--- src/rtl/pwm_clock_gen.sv ---
// Programmable-period / programmable-duty waveform generator with a window counter.
// Config is shadowed and only takes effect on period boundaries; all outputs are registered.
module pwm_clock_gen #(
  parameter int CNT_W   = 16,
  parameter int DUR_W   = 32,
  parameter int COUNT_W = 32
) (
  input  logic               clk,
  input  logic               rst,
  input  logic               en,
  input  logic               cfg_load,
  input  logic [CNT_W-1:0]   period,
  input  logic [CNT_W-1:0]   high_time,
  input  logic [DUR_W-1:0]   duration,
  output logic               out_clk,
  output logic               period_tick,
  output logic [COUNT_W-1:0] count,
  output logic               count_wrap,
  output logic               active
);

  typedef enum logic {IDLE, RUN} state_t;

  state_t             state, state_nxt;
  logic [CNT_W-1:0]   ph, ph_nxt;
  logic [DUR_W-1:0]   tmr, tmr_nxt;
  logic [CNT_W-1:0]   per_r, per_nxt, high_r, high_nxt;
  logic [DUR_W-1:0]   dur_r, dur_nxt;
  logic [CNT_W-1:0]   pend_per, pend_high;
  logic [DUR_W-1:0]   pend_dur;
  logic               pending, pending_nxt;
  logic               win_done, win_nxt;
  logic [CNT_W-1:0]   cfg_per;
  logic [DUR_W-1:0]   cfg_dur;
  logic               boundary;

  assign cfg_per  = (period < CNT_W'(2)) ? CNT_W'(2) : period;
  assign cfg_dur  = (duration == '0) ? DUR_W'(1) : duration;
  assign boundary = (state == RUN) && (ph >= per_r - CNT_W'(1));

  always_comb begin
    state_nxt   = state;
    ph_nxt      = ph;
    tmr_nxt     = tmr;
    per_nxt     = per_r;
    high_nxt    = high_r;
    dur_nxt     = dur_r;
    pending_nxt = pending;
    win_nxt     = 1'b0;
    case (state)
      IDLE: begin
        if (cfg_load) begin
          per_nxt     = cfg_per;
          high_nxt    = high_time;
          dur_nxt     = cfg_dur;
          pending_nxt = 1'b0;
        end
        if (en) begin
          state_nxt = RUN;
          ph_nxt    = '0;
          tmr_nxt   = '0;
        end
      end
      RUN: begin
        if (boundary) begin
          ph_nxt = '0;
          // >= keeps the window counter safe if a shorter duration was just applied
          if (tmr >= dur_r - DUR_W'(1)) begin
            tmr_nxt = '0;
            win_nxt = 1'b1;
          end else begin
            tmr_nxt = tmr + DUR_W'(1);
          end
          if (cfg_load) begin
            per_nxt     = cfg_per;
            high_nxt    = high_time;
            dur_nxt     = cfg_dur;
            pending_nxt = 1'b0;
          end else if (pending) begin
            per_nxt     = pend_per;
            high_nxt    = pend_high;
            dur_nxt     = pend_dur;
            pending_nxt = 1'b0;
          end
          if (!en) begin
            state_nxt = IDLE;
            tmr_nxt   = '0;
          end
        end else begin
          ph_nxt = ph + CNT_W'(1);
          if (cfg_load) pending_nxt = 1'b1;
        end
      end
      default: state_nxt = IDLE;
    endcase
  end

  always_ff @(posedge clk or posedge rst) begin
    if (rst) begin
      state     <= IDLE;
      ph        <= '0;
      tmr       <= '0;
      per_r     <= CNT_W'(2);
      high_r    <= CNT_W'(1);
      dur_r     <= DUR_W'(1);
      pending   <= 1'b0;
      pend_per  <= CNT_W'(2);
      pend_high <= CNT_W'(1);
      pend_dur  <= DUR_W'(1);
      win_done  <= 1'b0;
    end else begin
      state    <= state_nxt;
      ph       <= ph_nxt;
      tmr      <= tmr_nxt;
      per_r    <= per_nxt;
      high_r   <= high_nxt;
      dur_r    <= dur_nxt;
      pending  <= pending_nxt;
      win_done <= win_nxt;
      if (cfg_load) begin
        pend_per  <= cfg_per;
        pend_high <= high_time;
        pend_dur  <= cfg_dur;
      end
    end
  end

  // Output stage lags the phase register by one cycle so count lines up with period_tick
  always_ff @(posedge clk or posedge rst) begin
    if (rst) begin
      out_clk     <= 1'b0;
      period_tick <= 1'b0;
      active      <= 1'b0;
      count       <= '0;
      count_wrap  <= 1'b0;
    end else begin
      active      <= (state == RUN);
      period_tick <= (state == RUN) && (ph == '0);
      out_clk     <= (state == RUN) && (ph < high_r);
      count_wrap  <= win_done && (&count);
      if (win_done) count <= count + COUNT_W'(1);
    end
  end

endmodule
--- config.mk ---
export PLATFORM = sky130hd
export DESIGN_NAME = pwm_clock_gen
export DESIGN_NICKNAME = d
export VERILOG_FILES = /design/src/rtl/pwm_clock_gen.sv
export SDC_FILE = /design/constraint.sdc
export NUM_CORES = 1
export LEC_CHECK = 0
export CAP_MARGIN = 0
export CELL_PAD_IN_SITES_DETAIL_PLACEMENT = 2
export CELL_PAD_IN_SITES_GLOBAL_PLACEMENT = 2
export CORE_ASPECT_RATIO = 0.9
export CORE_MARGIN = 4
export CORE_UTILIZATION = 41
export DETAILED_ROUTE_END_ITERATION = 7
export GPL_ROUTABILITY_DRIVEN = 0
export PLACE_DENSITY_LB_ADDON = 0.1
export SLEW_MARGIN = 20
export SYNTH_ARGS = -nofsm -noshare
export SYNTH_HDL_FRONTEND = slang
export SYNTH_SLANG_ARGS = --single-unit
--- constraint.sdc ---
create_clock -name clk -period 21 [get_ports clk]
set_clock_uncertainty 0.15 [all_clocks]
set_input_delay 2.1 -clock clk [delete_from_list [all_inputs] [get_ports clk]]
set_output_delay 2.1 -clock clk [all_outputs]
set_load 0.02 [all_outputs]
Word-level counts from Yosys, hierarchy flattened
Index checks and enable logic that the tools add are counted.

word-level totals
  bits in registers = 215
  input port bits = 68
  output and inout bits = 36

operators by class
  add/sub/neg operators = 5
  order comparisons = 4
  equal/unequal tests = 5
  multiplexer cells = 35
  bitwise logic cells = 1
  reductions and logical operators = 10

operators by type and width
  operator                 count
  $mux W32                 9
  $mux W16                 11
  $pmux W32 S2             2
  $pmux W16 S2             3
  $add A32 B1 Y32 const B  2
  $ge A32 B32 Y1           1
  $logic_not A32 Y1        1
  $reduce_and A32 Y1       1
  $sub A32 B1 Y32 const B  1
  $add A16 B1 Y16 const B  1
  $ge A16 B16 Y1           1
  $logic_not A16 Y1        1
  $lt A16 B16 Y1           1
  $lt A16 B2 Y1 const B    1
  $sub A16 B1 Y16 const B  1
  $mux W1                  8
  $ne A3 B2 Y1 const B     2
  $logic_and A1 B1 Y1      4
  $ne A2 B2 Y1 const B     2
  $pmux W1 S2              2
  $reduce_and A2 Y1        2
  $reduce_and A3 Y1        1
  $ne A2 B1 Y1 const B     1
  $not A1 Y1               1

Longest topological paths before layout
Gate-level depths: netlist of run 1.

  depth after elaboration = 6
  gate-level depth with buffers = 18
  depth with buffers taken out = 16

Worst setup path before layout of run 1
OpenSTA, ideal clock, no wires.

  kind = register to register
  from = register dur_r[5]
  to = register tmr[15]
  library setup time = 0.116 ns
  data arrival time = 4.423 ns
  data required time = 20.734 ns
  setup slack = 16.311 ns
  stages on the path, launching flop included = 18
  buffers on the path = 2
  period minus slack after synthesis = 4.689 ns
  cells stage by stage = dfrtp_1 -> nor4_4 -> nand2_1 -> or4_1 -> or3_1 -> nor4_2 -> nand2_1 -> xor2_1 -> ha_1 -> a21oi_1 -> nand2_1 -> a221oi_1 -> nand4_1 -> nor3_1 -> clkbuf_1 -> buf_1 -> nand3_1 -> o311ai_0

between the ends
  longest elaborated chain between the ends = 6

ends and longest elaborated chain
  element                 RTL line  RTL
  from (decl)             28        logic [DUR_W-1:0] dur_r, dur_nxt;
  from (signal assigned)  117       dur_r <= dur_nxt;
  $sub A32 B1 Y32         68        if (tmr >= dur_r - DUR_W'(1)) begin
  $ge A32 B32 Y1          68
  $mux W32                68
  $mux W32                85        if (!en) begin
  $mux W32                65        if (boundary) begin
  $pmux W32 S2            50        case (state)
  to (signal assigned)    114       tmr <= tmr_nxt;
  to (decl)               26        logic [DUR_W-1:0] tmr, tmr_nxt;

No other way between the ends. The select of a mux whose other input is x is not followed.
A chain may end at the register's enable or synchronous reset.

Final worst setup path of run 1
  from = register dur_r[3]
  to = register tmr[7]

The elaborated chain is that of the path after synthesis.

==> qor.yml, run 1 <==
outcome:
  status: "finished, final reports clean"
floorplan:
  die_w_um: 187
  die_h_um: 169
  core_sq_um: 28200
  start_util_pct: 41.9
  dieArea_sq_um: 31500
  rows: 58
  io_pins: 104
grt:
  grtUsageTotal_pct: 21.3
  grt_max_degree: 141
  overflow: 0
  antenna_found_initial: 1
  grt_pass1_wl_um: 55800
  grt_pass1_vias: 10100
critical_path:
  rrSetupSlack_ps: 15680
  worst-path-stages: 16
  r2r-start: "dur_r[3]"
  crit_end: "tmr[7]"
  cp_slowest_cell: "or4_1"
  max_stage_delay_ps: 580
  path_buf_inv: 1
  cp_max_fo: 50
  cp_data_required_time_ps: 21260
  path_cells: "nor4_4, nand2_1, or4_1, or3_1, nor4_2, nand2_1, xor2_1, ha_1, nand4_1, nor4_1, nand4_1, a31oi_1, nor3_2, buf_4, and3_1, a221o_1"
  ff2ff_path_depth: 16
  cp_top_family: "simple AND/OR/NAND/NOR gates"
  r2r_end: "tmr[7]"
  cp-start-kind: "flop"
  worstSetupPathType: "flop to flop"
  critical_path_arrival_ps: 5580
  worstSetupEndpointType: "flop"
  critPathLaunch: "dur_r[3]"
timing:
  max_slew_margin_pct: 34.9
  tns_ps: 0
  hold_viol_final: 0
  period_share_pct: 25.3
  report.final.slew_viol_count: 0
  max_freq_mhz: 188
  max_slew.worst_pin.slew_ps: 973
  rsz0062_at_grt: "false"
  setup_viol: 0
  period_minus_slack_ps: 5320
route:
  drt-total-wl_um: 33900
  wl_per_cell_um: 20.7
  route.vias.total: 9185
  ant_nets: 0
  firstDrtPassIters: 4
  remaining_drc_errors: 0
  via_per_inst: 5.61
  first_iter_violations: 380
power:
  p_leak_uw: 0.00645
  ir_drop_v: 0.0000726
  power_density_nw_per_um2: 107
flow_run:
  maxCapViolations: 0
cts:
  clk_latency_ps: 550
  cts.hold.buffers_added: 0
  clockBufferDepth: 3
  cts-resized-gates: 0
  ctsHtreeMaxLevel: 1
  clock-sinks: 215
  clk_pin_slew_worst_paths_ps: 60
  root_buffer: "clkbuf_16"
  cts_tree: "done"
  post_cts_buffers: 0
  numCtsBuffers: 26
finish:
  fin_util_pct: 50.2
  drive_gt1_share_pct: 11.2
  seq_area_sq_um: 5390
  multi_input_area_sq_um: 6140
  final_nets: 1393
  syn_to_final_growth_pct: 20.0
  fillers: 2932
  fin_area_sq_um: 14100
synth:
  synth_nets: 1299
  syn_area_sq_um: 11800
  yosysSeqAreaShare_pct: 45.7
  ys_types: 55
  yosysWarnings: 0
  synth_edf_count: 0
  ys_dominant_reg_cell: "dfrtp_1"
  synth_seq_cells: 215
  syn_avg_cell_area_sq_um: 10.1
  synthArstFlopShare_pct: 100
  syn-instance-count: 1162
placed_design:
  portBuffers: 103
  postPlaceCellArea_sq_um: 13200
  hpwl_um: 23100
hold_path:
  hp-class: "flop to flop"
==> cells in the final DEF, fill, tap and decap left out, types with 4 or more instances in the layout <==
cell type / instances
a21o_1: 13
o311ai_0: 5
a31oi_1: 4
clkdlybuf4s50_1: 102
ha_1: 69
o41ai_1: 4
dfstp_2: 6
a21oi_1: 37
or4_1: 5
clkbuf_16: 26
nor3_1: 14
a22o_1: 7
xor2_1: 25
and3_1: 24
or3_1: 7
clkbuf_8: 6
a221o_1: 6
o211ai_1: 4
o21ai_0: 99
nand3_1: 49
nand2b_1: 11
inv_1: 32
dfrtp_1: 208
nor4_1: 22
mux2_2: 63
nand4_1: 18
bufinv_16: 5
and2_1: 9
mux2i_1: 69
nor2_1: 59
buf_4: 6
xnor2_1: 51
a211oi_1: 4
and4_1: 8
or2_2: 7
clkbuf_1: 5
nand2_1: 142
==> registers in the layout, indices dropped and copies added (netlist names) <==
signal,cells
active,1
count,32
count_wrap,1
dur_r,32
high_r,16
out_clk,1
pend_dur,32
pend_high,16
pend_per,16
pending,1
per_r,16
period_tick,1
ph,16
state,1
tmr,32
win_done,1
==> worst min path at each step <==
stage / end / cells past startpoint / slack, ps / startpoint
2_1_floorplan: active / 0 / 200 / state
3_3_place_gp: high_r[4] / 2 / 310 / high_r[4]
3_5_place_dp: high_r[2] / 2 / 320 / high_r[2]
4_1_cts: high_r[2] / 2 / 340 / high_r[2]
5_1_grt: pend_per[14] / 1 / 360 / pend_per[14]
6_report: high_r[11] / 2 / 330 / high_r[11]
==> worst reg2reg max path, stage by stage, from the launching register on <==
cell and delay, ps:
dfrtp_1 440, nor4_4 430, nand2_1 190, or4_1 580
or3_1 460, nor4_2 360, nand2_1 120, xor2_1 170
ha_1 330, nand4_1 130, nor4_1 470, nand4_1 180
a31oi_1 300, nor3_2 80, buf_4 310, and3_1 260
a221o_1 260
==> cell type report <==
cell class	instances	area share, %
Timing Repair Buffer	110	7.65
Multi-Input combinational cell	870	43.4
Clock buffer	37	5.32
Inverter	33	0.965
Clock inverter	10	1.34
Antenna cell	1	0.0177
Sequential cell	215	38.1
Tap cell	360	3.19
==> routing by layer <==
layer	up-vias	wire (um)	GRT usage, %
met5	-	0	0
met4	0	576	4.24
met3	34	662	2.27
met2	75	17500	38.8
met1	4731	15200	27.8
li1	4345	-	-
==> logic make-up after synthesis <==
| group | after synthesis | synth area share [%] |
|---|---|---|
| simple gates | 396 | 17.0 |
| fa+ha+maj | 69 | 7.32 |
| compound gates | 197 | 10.0 |
| flops | 215 | 45.7 |
| mux | 132 | 11.9 |
| xor+xnor | 76 | 5.65 |
| buf+inv | 77 | 2.45 |
==> Yosys cell counts, types with 3 or more instances <==
master	number	area share, %
a211oi_1	4	0.25
a21o_1	13	0.83
a21oi_1	37	1.6
a221o_1	6	0.51
a22o_1	7	0.52
a31oi_1	4	0.21
and2_1	9	0.48
and3_1	24	1.3
and4_1	8	0.59
buf_1	4	0.13
clkbuf_1	40	1.3
dfrtp_1	209	44
dfstp_2	6	1.3
ha_1	69	7.3
inv_1	33	1.1
mux2_2	63	6.0
mux2i_1	69	5.9
nand2_1	143	4.6
nand2b_1	11	0.58
nand3_1	49	2.1
nand4_1	18	0.96
nor2_1	60	1.9
nor2b_1	3	0.16
nor3_1	15	0.64
nor4_1	22	1.2
nor4_2	3	0.32
o211ai_1	4	0.25
o21ai_0	99	4.2
o311ai_0	5	0.37
o31ai_1	3	0.19
o41ai_1	4	0.30
or2_2	7	0.37
or3_1	7	0.37
or4_1	5	0.32
xnor2_1	51	3.8
xor2_1	25	1.9
==> report_power, final <==
group          switching [uW]  internal (uW)
Sequential               89.7            493
Clock                     186            310
Combinational             247            184
Total                     523            986
==> metrics by stage <==
step	total power, uW	hold WS (ps)	std cells	setup slack (ps)
floorplan	870	202	1162	12880
global placement	983	314	1588	15940
detailed placement	1020	324	1588	15750
CTS	1530	338	1635	15680
global route	1620	361	1636	15220
finish	1510	332	1636	15680
Power figures use the tool's default switching activity.
==> inputs of run 2 (changes only) <==
--- a/config.mk
+++ b/config.mk
@@ -10,7 +10,7 @@
 export CELL_PAD_IN_SITES_GLOBAL_PLACEMENT = 2
 export CORE_ASPECT_RATIO = 0.9
 export CORE_MARGIN = 4
-export CORE_UTILIZATION = 41
+export CORE_UTILIZATION = 34
 export DETAILED_ROUTE_END_ITERATION = 7
 export GPL_ROUTABILITY_DRIVEN = 0
 export PLACE_DENSITY_LB_ADDON = 0.1
==> constraint.sdc (replaced) <==
create_clock -name clk -period 4.7 [get_ports clk]
set_clock_uncertainty 0.15 [all_clocks]
set_input_delay 0.47 -clock clk [delete_from_list [all_inputs] [get_ports clk]]
set_output_delay 0.47 -clock clk [all_outputs]
set_load 0.02 [all_outputs]
==> run 2 against run 1 <==
  * The flow now finishes with violations (setup timing)
  * Global-route usage fell by 3.0 points
  * Non-clock buffer count rose by 46
  * Sequential share of layout area fell by 1.8 points
  * Final cell count rose by 9.0%
==> qor.yml, run 2 (synthesis results as in run 1) <==
outcome:
  status: "finished with violations"
  failed_checks: "setup timing"
critical_path:
  cp-start-kind: "flop"
  cp_max_fo: 7  # -86%
  critical_path_arrival_ps: 4990  # -590 ps
  path_cells: "or4_4, nand4bb_4, or3_4, or4_4, or2_4, nor3b_4, xnor2_1, ha_1, nand4_1, nor4_4, nand4_1, a31oi_4, nor3_4, buf_12, buf_12, and3_4, a221o_1"
  max_stage_delay_ps: 540  # -40 ps
  cp_data_required_time_ps: 4970  # -16290 ps
  worstSetupPathType: "flop to flop"
  cp_slowest_cell: "or4_4"
  worstSetupEndpointType: "flop"
route:
  ant_nets: 0  # unchanged
  via_per_inst: 5.20  # -7.4%
  firstDrtPassIters: 4  # unchanged
  first_iter_violations: 335  # -12%
  route.vias.total: 9273  # +0.96%
  drt-total-wl_um: 34400  # +1.3%
  remaining_drc_errors: 0  # unchanged
  wl_per_cell_um: 19.3  # -7.1%
cts:
  clk_latency_ps: 550  # about the same
  ctsHtreeMaxLevel: 1  # unchanged
  root_buffer: "clkbuf_16"
  clock-sinks: 215  # unchanged
  cts_tree: "done"
  numCtsBuffers: 26  # unchanged
  cts.hold.buffers_added: 0  # unchanged
  clockBufferDepth: 3  # unchanged
  clk_pin_slew_worst_paths_ps: 70  # about the same
power:
  p_leak_uw: 0.00671  # +4.0%
  power_density_nw_per_um2: 453  # +320%
  finalPower_uw: 6720  # +350%
  ir_drop_v: 0.000299  # +310%
timing:
  max_slew_margin_pct: 29.8  # -5.0 points
  hold-worst-slack_ps: 229  # -104 ps
  setup_ws_ps: -17.5  # -15700 ps
  max_slew.worst_pin.slew_ps: 1040  # +68.2 ps
  period_share_pct: 100  # +75 points
  max_freq_mhz: 212  # +13%
  period_minus_slack_ps: 4720  # -602 ps
  setup_viol: 6  # +6
  report.final.slew_viol_count: 0  # unchanged
  hold_viol_final: 0  # unchanged
  rsz0062_at_grt: "true"
placed_design:
  portBuffers: 103  # unchanged
  dp_slack_ps: -190  # -15930 ps
  dp_cells: 1720  # +8.3%
  hpwl_um: 24600  # +6.3%
grt:
  grt_pass1_vias: 10400  # +2.9%
  grt_max_degree: 109  # -23%
  grt_pass1_wl_um: 56900  # +1.8%
  antenna_found_initial: 0  # -1
  grtUsageTotal_pct: 18.3  # -3.0 points
  overflow: 0  # unchanged
finish:
  drive_gt1_share_pct: 16.0  # +4.8 points
  final_nets: 1439  # +3.3%
  final_cell_mix: "dfrtp_1, nand2_1, clkdlybuf4s50_1"
  insertedDiodeCount: 0  # -1
  syn_to_final_growth_pct: 26.0
  finalNonFillerCells: 1784  # +9.0%
  final_common_cell: "dfrtp_1"
flow_run:
  maxCapViolations: 0  # unchanged
hold_path:
  hp-class: "primary input to async pin"
floorplan:
  core_sq_um: 34100  # +21%
  dieArea_sq_um: 37700  # +20%
  die_w_um: 204  # +9.4%
  start_util_pct: 34.6  # -7.3 points
  rows: 64  # +10%
  die_h_um: 185  # +9.3%
  io_pins: 104  # unchanged
## run 2: cell count changes in the layout (fill, tap and decap cells not counted), sizes merged
cell / previous run / this run
buf: 8 / 53
diode: 1 / 0
clkinv: 5 / 7
clkinvlp: 1 / 3
clkbuf: 37 / 39
bufinv: 5 / 1
## run 2: worst paths after layout
kind,cells past startpoint,slack (ps),end,startpoint
setup reg to reg,17,-20,tmr[12],dur_r[6]
min in group clk,2,340,high_r[6],high_r[6]
hold / removal,2,230,high_r[2],rst
max in group asynchronous,3,3120,tmr[16],rst
hold reg to reg,2,340,high_r[6],high_r[6]
setup / recovery,17,-20,tmr[12],dur_r[6]
## run 2: where the power goes
group	switching [uW]	leakage, uW	internal, uW	total, uW
combinational	1160	0.00356	962	2120
sequential	365	0.00273	2200	2560
clock	842	0.000418	1190	2030
total	2370	0.00671	4350	6720
## run 2: area by class of cell
cell class	count	area [sq um]
Fill cell	3631	19300
Clock inverter	10	95.1
Clock buffer	38	767
Multi-Input combinational cell	870	6340
Timing Repair Buffer	156	1560
Tap cell	462	578
Sequential cell	215	5390
Inverter	33	128
## run 2: routing by layer
metal / up-vias / wire length [um] / global-route usage [%]
met3: 31 / 798 / 2.45
li1: 4435 / - / -
met5: - / 0 / 0
met4: 0 / 454 / 3.05
met2: 67 / 17400 / 32.8
met1: 4740 / 15700 / 24.3
## run 2: timing repair
item,4_1_cts,5_1_grt
setup endpoints to repair,27,32
pin swaps,15,24
setup buffers,8,8
gates cloned,1,1
resized for setup,22,27
## run 2: critical path, delay by kind of cell (launching register included)
| family | cells | cell delay [ps] |
|---|---|---|
| AO/OA/AOI/OAI | 2 | 470 |
| XOR/XNOR | 1 | 90 |
| AND/OR/NAND/NOR | 11 | 2920 |
| flip-flops | 1 | 380 |
| buffers and inverters | 2 | 280 |
| adder cells (fa/ha/maj) | 1 | 290 |
## run 2: stage by stage
stage | utilization, % | setup TNS [ps] | cell area (sq um)
2_1_floorplan | - | 0 | 11800
3_3_place_gp | 39.9 | 0 | 13600
3_5_place_dp | 39.9 | -1950 | 13600
4_1_cts | 42.9 | -468 | 14600
5_1_grt | 43.5 | -4700 | 14900
6_report | 43.5 | -72.1 | 14900
==> inputs of run 3 (changes only) <==
--- a/config.mk
+++ b/config.mk
@@ -10,7 +10,8 @@
 export CELL_PAD_IN_SITES_GLOBAL_PLACEMENT = 2
 export CORE_ASPECT_RATIO = 0.9
 export CORE_MARGIN = 4
-export CORE_UTILIZATION = 34
+export CORE_UTILIZATION = 35
+export CTS_BUF_LIST = sky130_fd_sc_hd__clkbuf_8
 export DETAILED_ROUTE_END_ITERATION = 7
 export GPL_ROUTABILITY_DRIVEN = 0
 export PLACE_DENSITY_LB_ADDON = 0.1
==> run 3 against run 2 <==
  * The run still ends with setup timing left
  * Count of clock-buffer cells in the layout rose by 13
  * First-iteration DRC count fell by 19%
  * Clock power fell by 6%
  * Combinational power fell by 2%
  * Design area fell by 2.2%
  * Wire length fell by 3.0%
  * Non-clock buffer count fell by 6
  * Sequential power barely moved
  * Via count rose by 0.40%
  * Global-route usage fell by 0.32 points
  * Maximum frequency rose by 0.11%
  * Critical path type unchanged
  * Critical endpoint is now tmr[25]
==> qor.yml, run 3 (synthesis results as in run 1) <==
placed_design:
  dp_cells: 1683  # -2.2%
  portBuffers: 103  # unchanged
  dp_slack_ps: -144  # +45.3 ps
  hpwl_um: 23900  # -2.7%
timing:
  max_slew.worst_pin.slew_ps: 1040  # -1.91 ps
  max_slew_margin_pct: 30.4  # +0.60 points
  tns_ps: -12.4  # +59.7 ps
  period_minus_slack_ps: 4710  # -5.06 ps
  report.final.slew_viol_count: 0  # unchanged
  setup_ws_ps: -12.4  # +5.06 ps
  max_freq_mhz: 212  # +0.11%
  period_share_pct: 100  # -0.11 points
  hold_viol_final: 0  # unchanged
  setup_viol: 1  # -5
  rsz0062_at_grt: "true"
critical_path:
  max_stage_delay_ps: 540  # about the same
  cp_slowest_cell: "or4_4"
  cp-start-kind: "flop"
  critical_path_arrival_ps: 5060  # +70 ps
  cp_data_required_time_ps: 5050  # +80 ps
  cp_max_fo: 35  # +28
  cp_top_family: "simple AND/OR/NAND/NOR gates"
  path_cells: "or4_4, nand4bb_4, or3_4, or4_4, or2_4, nor3b_2, xnor2_1, ha_1, nand4_1, nor2_1, a221oi_2, nand4_1, nor3_2, buf_12, or3b_2, nand3_1"
  worstSetupPathType: "flop to flop"
  worstSetupEndpointType: "flop"
  path_buf_inv: 1  # -1
floorplan:
  start_util_pct: 35.6  # +1.0 points
  io_pins: 104  # unchanged
  dieArea_sq_um: 36700  # -2.7%
  die_w_um: 201  # -1.4%
  rows: 63  # -1.6%
  core_sq_um: 33100  # -2.9%
  die_h_um: 182  # -1.4%
route:
  drt-total-wl_um: 33300  # -3.0%
  via_per_inst: 5.27  # +1.4%
  firstDrtPassIters: 5  # +1
  first_iter_violations: 271  # -19%
  remaining_drc_errors: 0  # unchanged
  route.vias.total: 9310  # +0.40%
  wl_per_cell_um: 18.9  # -2.1%
  ant_nets: 0  # unchanged
grt:
  grtUsageTotal_pct: 18.0  # -0.32 points
  grt_pass1_vias: 10300  # -1.5%
  antenna_found_initial: 0  # unchanged
  grt_pass1_wl_um: 55200  # -3.0%
  overflow: 0  # unchanged
  grt_max_degree: 164  # +50%
finish:
  final_cell_mix: "dfrtp_1, nand2_1, clkdlybuf4s50_1"
  final_nets: 1449  # +0.69%
  insertedDiodeCount: 0  # unchanged
  finalNonFillerCells: 1767  # -0.95%
  fin_util_pct: 43.9  # +0.35 points
  final_common_cell: "dfrtp_1"
  drive_gt1_share_pct: 15.5  # -0.50 points
  fillers: 3455  # -4.8%
  syn_to_final_growth_pct: 23.3
flow_run:
  maxCapViolations: 0  # unchanged
cts:
  clockBufferDepth: 3  # unchanged
  clk_pin_slew_worst_paths_ps: 60  # about the same
  cts_tree: "done"
  clock-sinks: 215  # unchanged
  clk_latency_ps: 570  # +20 ps
  ctsHtreeMaxLevel: 2  # +1
  cts.hold.buffers_added: 0  # unchanged
  root_buffer: "clkbuf_8"
  numCtsBuffers: 42  # +62%
power:
  power_density_nw_per_um2: 449  # -0.70%
  ir_drop_v: 0.000296  # -1.0%
  p_leak_uw: 0.00672  # +0.17%
  finalPower_uw: 6530  # -2.8%
hold_path:
  hp-class: "primary input to async pin"
outcome:
  failed_checks: "setup timing"
  status: "finished with violations"
## run 3: cell type report
type / instances / area [sq um] / share of cell area [%]
multi-input combinational: 870 / 6220 / 42.8
sequential: 215 / 5390 / 37.1
timing repair buffer: 150 / 1420 / 9.75
clock buffer: 51 / 702 / 4.83
tap: 422 / 528 / 3.63
clock inverter: 26 / 144 / 0.990
inverter: 33 / 128 / 0.878
## run 3: through the flow
stage	hold slack (ps)	cell area, sq um
2_1_floorplan	202	11800
3_3_place_gp	316	13500
3_5_place_dp	325	13500
4_1_cts	337	14400
5_1_grt	363	14500
6_report	285	14500
## run 3: final timing paths
path / startpoint / end / slack (ps) / cells past startpoint
max: dur_r[9] / tmr[25] / -10 / 16
min in group clk: high_r[8] / high_r[8] / 330 / 2
max reg2reg: dur_r[9] / tmr[25] / -10 / 16
min: rst / high_r[3] / 290 / 3
min reg2reg: high_r[8] / high_r[8] / 330 / 2
max in group asynchronous: rst / state / 3290 / 3
## run 3: worst register-to-register path, stage by stage, from the launching register on
cell and delay (ps):
dfrtp_1 380, or4_4 540, nand4bb_4 210, or3_4 350
or4_4 430, or2_4 270, nor3b_2 200, xnor2_1 160
ha_1 280, nand4_1 120, nor2_1 70, a221oi_2 300
nand4_1 190, nor3_2 220, buf_12 230, or3b_2 460
nand3_1 90
## run 3: timing repair
item | CTS | global route
pin swaps | 1 | 1
setup endpoints to repair | 28 | 30
setup buffers | 0 | 7
resized for setup | 4 | 14
## run 3: routing by layer
layer	GRT usage, %	wire length (um)
met5	0	0
met4	4.26	613
met3	2.95	871
met2	31.8	16700
met1	23.3	15100
## run 3: where the power goes
group          total (uW)  leakage, uW  internal [uW]  switching (uW)
clock network        1900     0.000500           1040             858
logic                2070      0.00349            936            1130
registers            2560      0.00273           2200             360
total                6530      0.00672           4180            2350
